File: src/rtl/mips_pkg.sv
// Shared definitions for the MIPS pipeline: default widths, the MEM/WB payload
// layout and the skid-buffer state encoding.
package mips_pkg;

    localparam int unsigned WORD_LEN        = 32;
    localparam int unsigned REG_32_ADDR_LEN = 5;

    // Field order matches the packed vector built by mem_wb_stage_reg (MSB first).
    typedef struct packed {
        logic                       wb_en;
        logic                       mem_rd_en;
        logic [REG_32_ADDR_LEN-1:0] dest;
        logic [WORD_LEN-1:0]        alu_result;
        logic [WORD_LEN-1:0]        memread;
    } mem_wb_payload_t;

    typedef enum logic [1:0] {
        EMPTY = 2'd0,
        FULL  = 2'd1,
        SKID  = 2'd2
    } skid_state_t;

    // Packed payload width for a given data word and register address width.
    function automatic int unsigned payload_width(input int unsigned word_len,
                                                  input int unsigned addr_len);
        return 2 + addr_len + 2 * word_len;
    endfunction

endpackage

File: src/rtl/pipe_skid_buffer.sv
// Generic two-slot valid/ready register stage. MAIN drives the outputs; SKID
// catches the one payload accepted while downstream stalls, so upstream ready
// depends only on registered state.
module pipe_skid_buffer #(
    parameter int unsigned DATA_W = 8
) (
    input  logic              clk,
    input  logic              rst,
    input  logic              flush,
    input  logic              in_valid,
    output logic              in_ready,
    input  logic [DATA_W-1:0] in_data,
    output logic              out_valid,
    input  logic              out_ready,
    output logic [DATA_W-1:0] out_data
);
    import mips_pkg::*;

    skid_state_t       state_q;
    logic [DATA_W-1:0] main_q;
    logic [DATA_W-1:0] skid_q;

    assign in_ready  = (state_q != SKID);
    assign out_valid = (state_q != EMPTY);
    assign out_data  = main_q;

    // Slot/state update; reset beats flush, flush beats every handshake and
    // leaves the slot contents untouched (outputs are qualified by out_valid).
    always_ff @(posedge clk) begin
        if (rst) begin
            state_q <= EMPTY;
            main_q  <= '0;
            skid_q  <= '0;
        end else if (flush) begin
            state_q <= EMPTY;
        end else begin
            unique case (state_q)
                EMPTY: begin
                    if (in_valid) begin
                        main_q  <= in_data;
                        state_q <= FULL;
                    end
                end
                FULL: begin
                    if (in_valid && out_ready) begin
                        main_q <= in_data;
                    end else if (in_valid) begin
                        skid_q  <= in_data;
                        state_q <= SKID;
                    end else if (out_ready) begin
                        state_q <= EMPTY;
                    end
                end
                SKID: begin
                    // in_ready is low here, so no new payload can arrive.
                    if (out_ready) begin
                        main_q  <= skid_q;
                        state_q <= FULL;
                    end
                end
                default: state_q <= EMPTY;
            endcase
        end
    end

endmodule

File: src/rtl/mem_wb_stage_reg.sv
// MEM-to-WB pipeline register: packs the memory-stage payload into a skid
// buffer, applies the x0 no-write rule, selects writeback data, drives the WB
// forwarding tap and counts back-pressure cycles.
module mem_wb_stage_reg #(
    parameter int unsigned WORD_LEN     = mips_pkg::WORD_LEN,
    parameter int unsigned REG_ADDR_LEN = mips_pkg::REG_32_ADDR_LEN,
    parameter int unsigned CNT_W        = 16
) (
    input  logic                    i_sys_clk,
    input  logic                    i_sys_rst,
    input  logic                    i_valid,
    output logic                    o_ready,
    input  logic                    i_wb_en,
    input  logic                    i_mem_rd_en,
    input  logic [REG_ADDR_LEN-1:0] i_dest,
    input  logic [WORD_LEN-1:0]     i_alu_result,
    input  logic [WORD_LEN-1:0]     i_memread,
    input  logic                    i_flush,
    output logic                    o_valid,
    input  logic                    i_ready,
    output logic                    o_wb_en,
    output logic [REG_ADDR_LEN-1:0] o_dest,
    output logic [WORD_LEN-1:0]     o_wb_data,
    output logic                    o_mem_rd_en,
    output logic                    o_fwd_valid,
    output logic [REG_ADDR_LEN-1:0] o_fwd_dest,
    output logic [WORD_LEN-1:0]     o_fwd_data,
    output logic [CNT_W-1:0]        o_stall_cnt
);
    import mips_pkg::*;

    localparam int unsigned DATA_W   = payload_width(WORD_LEN, REG_ADDR_LEN);
    // Bit positions inside the packed payload {wb_en, mem_rd_en, dest, alu, memread}.
    localparam int unsigned ALU_LSB  = WORD_LEN;
    localparam int unsigned DEST_LSB = 2 * WORD_LEN;
    localparam int unsigned RD_BIT   = DEST_LSB + REG_ADDR_LEN;
    localparam int unsigned WB_BIT   = RD_BIT + 1;

    localparam logic [CNT_W-1:0] CNT_MAX = '1;
    localparam logic [CNT_W-1:0] CNT_ONE = CNT_W'(1);

    logic                    cap_wb_en;
    logic [DATA_W-1:0]       in_payload;
    logic [DATA_W-1:0]       main_payload;
    logic                    main_wb_en;
    logic                    main_mem_rd_en;
    logic [REG_ADDR_LEN-1:0] main_dest;
    logic [WORD_LEN-1:0]     main_alu_result;
    logic [WORD_LEN-1:0]     main_memread;
    logic [WORD_LEN-1:0]     wb_data;
    logic [CNT_W-1:0]        stall_cnt_q;

    // x0 is hard-wired to zero, so a write to it is dropped at capture.
    assign cap_wb_en  = i_wb_en & (i_dest != '0);
    assign in_payload = {cap_wb_en, i_mem_rd_en, i_dest, i_alu_result, i_memread};

    pipe_skid_buffer #(
        .DATA_W (DATA_W)
    ) u_skid (
        .clk       (i_sys_clk),
        .rst       (i_sys_rst),
        .flush     (i_flush),
        .in_valid  (i_valid),
        .in_ready  (o_ready),
        .in_data   (in_payload),
        .out_valid (o_valid),
        .out_ready (i_ready),
        .out_data  (main_payload)
    );

    assign main_wb_en      = main_payload[WB_BIT];
    assign main_mem_rd_en  = main_payload[RD_BIT];
    assign main_dest       = main_payload[DEST_LSB +: REG_ADDR_LEN];
    assign main_alu_result = main_payload[ALU_LSB +: WORD_LEN];
    assign main_memread    = main_payload[0 +: WORD_LEN];

    // Writeback select: loads return memory data, everything else the ALU result.
    always_comb begin
        wb_data = main_alu_result;
        if (main_mem_rd_en) begin
            wb_data = main_memread;
        end
    end

    assign o_wb_en     = main_wb_en & o_valid;
    assign o_dest      = main_dest;
    assign o_wb_data   = wb_data;
    assign o_mem_rd_en = main_mem_rd_en;

    assign o_fwd_valid = o_valid & main_wb_en;
    assign o_fwd_dest  = main_dest;
    assign o_fwd_data  = wb_data;

    // Saturating back-pressure counter; only reset clears it, flush does not.
    always_ff @(posedge i_sys_clk) begin
        if (i_sys_rst) begin
            stall_cnt_q <= '0;
        end else if (o_valid && !i_ready && (stall_cnt_q != CNT_MAX)) begin
            stall_cnt_q <= stall_cnt_q + CNT_ONE;
        end
    end

    assign o_stall_cnt = stall_cnt_q;

endmodule

File: config.mk
export PLATFORM = sky130hd
export DESIGN_NAME = mem_wb_stage_reg
export DESIGN_NICKNAME = d
export VERILOG_FILES = /design/src/rtl/mips_pkg.sv /design/src/rtl/pipe_skid_buffer.sv /design/src/rtl/mem_wb_stage_reg.sv
export SDC_FILE = /design/constraint.sdc
export NUM_CORES = 1
export LEC_CHECK = 0
export CORE_AREA = 2 2 125 127
export DETAILED_ROUTE_END_ITERATION = 8
export DIE_AREA = 0 0 127 129
export DONT_BUFFER_PORTS = 1
export GPL_TIMING_DRIVEN = 0
export PLACE_DENSITY_LB_ADDON = 0.12
export SLEW_MARGIN = 20
export SYNTH_ARGS = -nofsm -noshare
export SYNTH_HDL_FRONTEND = slang
export SYNTH_SLANG_ARGS = --single-unit
File: constraint.sdc
create_clock -name i_sys_clk -period 1.6 [get_ports i_sys_clk]
set_input_delay 0.32 -clock i_sys_clk [delete_from_list [all_inputs] [get_ports i_sys_clk]]
set_output_delay 0.32 -clock i_sys_clk [all_outputs]
set_load 0.1 [all_outputs]
* Word-level counts from Yosys, hierarchy flattened
Index checks and enable logic that the tools add are counted.
Word-level totals: flip-flop bits (word level) 160, input bits 76, word-level logic and storage cells 41
Cells by class: $add $sub $neg 1, eq/ne operators 9, mux-type cells 11, bitwise gates (word level) 4, reduce and logical (&&, ||, !) cells 12
Operators by type and width (count):
- 71-bit two-way mux | 3
- 71-bit case mux with 3 select lines | 1
- 32-bit two-way mux | 1
- 16-bit by 1-bit adder with 16-bit output, second input constant | 1
- 16-bit inequality test, second input constant | 1
- 2-bit two-way mux | 5
- 2-bit inequality test, second input constant | 4
- 4-bit AND reduction | 2
- 2-bit case mux with 3 select lines | 1
- 5-bit AND reduction | 1
- 5-bit nonzero test | 1
- 1-bit logical AND | 3
- 3-bit inequality test, second input constant | 1
- 3-bit nonzero test | 1
- 1-bit AND | 2
- 2-bit by 1-bit equality test with 1-bit output, second input constant | 1
- 2-bit equality test, second input constant | 1
- 2-bit zero test | 1
- 2-bit by 1-bit inequality test with 1-bit output, second input constant | 1
- 1-bit inverter | 2
- 2-bit nonzero test | 1
- 2-bit OR reduction | 1
- 1-bit zero test | 1

* Logic depth before layout (Yosys ltp)
depth after elaboration 4, depth in mapped cells 7, mapped depth without buffers 5

* By module
A second synthesis with hierarchy kept.
Second synthesis, totals: cells, all modules 915, area total of the unflattened synthesis 8826.0 um^2
By module, submodules not included:
- pipe_skid_buffer | instances 1, cells each 735, area each 7294.5 um^2, seq. area each 2882.8 um^2
- mem_wb_stage_reg | instances 1, cells each 180, area each 1531.5 um^2, seq. area each 320.3 um^2

* Worst setup path before layout
Ideal clock, no wire load.
path type register to output, from register u_skid.main_q[69] (netlist: u_skid.out_data[69]), to output o_wb_data[10], arrival time 2.525 ns, required time 1.280 ns, path slack -1.245 ns, cell stages (with the launch flop) 5, cells stage by stage dfxtp_1 clkbuf_1 clkbuf_1 mux2_2 buf_4
On the way: longest elaborated chain between the ends 1
Ends and longest elaborated chain:
- start: declaration | RTL line pipe_skid_buffer.sv:20 | logic [DATA_W-1:0] main_q;
- start signal: assignment | RTL line pipe_skid_buffer.sv:40 | main_q <= in_data;
- start signal: assignment | RTL line pipe_skid_buffer.sv:46 | main_q <= in_data;
- start signal: assignment | RTL line pipe_skid_buffer.sv:57 | main_q <= skid_q;
- 32-bit two-way mux | RTL line mem_wb_stage_reg.sv:80 | if (main_mem_rd_en) begin
- end: declaration | RTL line mem_wb_stage_reg.sv:23 | output logic [WORD_LEN-1:0] o_wb_data,
Every way passes these cells.

* Worst setup path after layout
from register u_skid.main_q[69] (netlist: u_skid.out_data[69]), to output o_wb_data[5]
Same word-level chain as after synthesis.

==> results.json <==
{
  "final_max_slew_viol_count": 0,
  "drive_gt1_share_pct": 54.1,
  "ant_nets": 0,
  "port_buffers": 0,
  "cts_tree": "built",
  "h-tree-depth": 4,
  "grt_max_degree": 17,
  "die_w_um": 127,
  "cp.required_ns": 1.28,
  "syn_nets": 910,
  "die_area_sq_um": 16400,
  "max_freq_mhz": 415,
  "num_vias": 6989,
  "hold_path.class": "primary input to flop",
  "outcome": "finished, violations left",
  "slew_headroom_pct": 35.7,
  "initial_core_util_pct": 49.1,
  "antenna_found_initial": 0,
  "drtPass1Iterations": 5,
  "syn-cell-area_sq_um": 7350,
  "crit_path_frequent_cell": "clkbuf_16",
  "routed_wirelength_mm": 26.3,
  "timing.final.crit_share_pct": 151,
  "ys_ff_latch": 160,
  "yosysSeqAreaShare_pct": 43.6,
  "grt_first_pass_wirelength_mm": 34.9,
  "area_growth_pct": 59.5,
  "max_stage_delay_ns": 0.56,
  "hold_viol_final": 0,
  "clock_latency_ns": 0.43,
  "crit_path_start_kind": "flop",
  "clkTransAtPathRegs_ns": 0.07,
  "routed_via_density": 6.19,
  "worstSetupEndpointType": "output pin",
  "period_minus_slack_ns": 2.41,
  "pre_cts_slack_ns": -0.545,
  "finalSetupViolCount": 200,
  "crit_arrival_ns": 2.09,
  "grt_setup_unrepaired": "true",
  "fin_nets": 1005,
  "synthTopCellsByArea": "dfxtp_1, a21oi_1, mux2i_1, nand2_1, a211oi_1",
  "fin_worst_hold_slack_ns": 0.00743,
  "core_sq_um": 15000,
  "place_inst": 1021,
  "dp_hpwl_mm": 14.9,
  "drc": 0,
  "cp_max_fo": 10,
  "cp_slowest_cell": "dfxtp_4",
  "power_density_nw_per_um2": 970,
  "async_flop_share_pct": 0,
  "track_usage_pct": 27.5,
  "wire_per_inst_um": 23.3,
  "maxCapViolCount": 0,
  "vdd_drop_max_v": 0.000785,
  "ios": 171,
  "netlist_instances": 833,
  "clockBufferDepth": 2,
  "fill_cells": 888,
  "synth_top_area_share_pct": 43.6,
  "clock_skew_ns": 0.0112,
  "synth_commonest_cells": "dfxtp_1, a21oi_1, nand2_1",
  "ys.flop_type": "dfxtp_1",
  "final_cells": 1129,
  "placed_cell_area_sq_um": 8380,
  "clkSinkCount": 160,
  "avgSynthCellArea_sq_um": 8.82,
  "yosys.area.top_type": "dfxtp_1",
  "worstMarginPinSlew_ns": 0.964,
  "grt_pass1_vias": 6715,
  "clockRootBuffer": "clkbuf_16",
  "setup_slack_ns": -0.812,
  "row_count": 45,
  "violations": "setup timing",
  "synth-edff-count": 0,
  "place.gp.congestion": 0.858,
  "synth_most_common_cell": "dfxtp_1",
  "grt.overflow.total": 0,
  "p_total_mw": 11.4,
  "yosys_warnings": 0,
  "n_antenna_cell": 0,
  "numCtsBuffers": 17,
  "die_y_um": 129,
  "worstSetupPathType": "flop to output pin",
  "final_area_sq_um": 11700,
  "first_iter_violations": 440,
  "crit_chain": "clkbuf_16 > clkbuf_16 > mux2_4 > buf_12",
  "p_leak_nw": 4.76,
  "synth.distinct_cells": 40
}
==> area by class of cell <==
cell class	instances	area, sq um	share of cell area [%]
plain buffers	106	1370	11.6
clock buffers	22	464	3.96
clock inverters	10	135	1.15
inverters	3	11.3	0.0961
multi-input cells	558	5020	42.9
flip-flops and latches	160	3270	27.9
well taps	188	235	2.01
repair buffers	82	1210	10.3
==> metal layers <==
| metal | routed length, um | track usage [%] | up-vias |
|---|---|---|---|
| li1 | - | - | 3112 |
| met1 | 10600 | 33.1 | 3457 |
| met2 | 12800 | 44.8 | 335 |
| met3 | 1770 | 8.40 | 85 |
| met4 | 1090 | 13.8 | 0 |
| met5 | 0 | 0 | - |
==> power breakdown <==
group	switching [mW]	total, mW	internal, mW
combinational	1.98	2.94	0.966
sequential	0.142	4.25	4.10
clock	1.65	4.18	2.53
total	3.77	11.4	7.60
==> cell usage in the layout (no fill, tap or decap), types with 19 or more instances in the layout <==
cell type / synthesis / routed
nand2_2: 0 / 38
mux2i_1: 74 / 73
buf_6: 0 / 35
clkbuf_1: 38 / 29
dfxtp_1: 160 / 141
a211oi_2: 0 / 68
buf_12: 0 / 46
clkbuf_16: 0 / 34
a21oi_1: 150 / 60
mux2_4: 0 / 35
a21oi_2: 0 / 84
buf_8: 0 / 23
dfxtp_4: 0 / 19
nand2_4: 0 / 33
nand2_1: 150 / 78
buf_4: 43 / 29
==> sequential cells by signal, summed over array words and instances, names as in the netlist <==
signal           flops
u_skid.state_q       2
u_skid.skid_q       71
u_skid.out_data     71
o_stall_cnt         16
==> critical path: cells and delay by family, from the launching register on <==
family / cells / cell delay, ns
flops: 1 / 0.56
buf+inv: 3 / 0.63
mux: 1 / 0.46
==> cell families (layout without fill, tap and decap cells) <==
kind of cell,Yosys count,in the layout,share of synthesized area (%)
AO/OA/AOI/OAI,237,237,19.2
adder cells (fa/ha/maj),1,1,0.170
buffers and inverters,115,223,8.60
flip-flops,160,160,43.6
multiplexers,112,112,15.9
AND/OR/NAND/NOR,208,208,12.6
==> metrics by stage <==
stage | util [%] | setup TNS, ns
global placement | 55.9 | -72.20
floorplan | - | -11.44
CTS | 68.0 | -58.99
global route | 78.2 | -77.36
detailed placement | 55.9 | -75.63
finish | 78.2 | -70.29
==> final timing paths <==
check	start	endpoint	slack, ns	cells past startpoint
max	u_skid.out_data[69]	o_wb_data[5]	-0.81	4
min	i_alu_result[27]	u_skid.skid_q[59]	0.007	2
min reg2reg	u_skid.skid_q[4]	u_skid.skid_q[4]	0.46	2
max reg2reg	u_skid.state_q[0]	u_skid.out_data[13]	-0.44	11
==> timing repair <==
action	CTS	global route
pin swaps	64	115
hold buffers	2	3
gates resized for setup	163	327
endpoints found under the setup margin	224	213
cloned	12	13
endpoints found under the hold margin	2	3
buffers inserted	35	27
(Power assumes the default switching activity.)
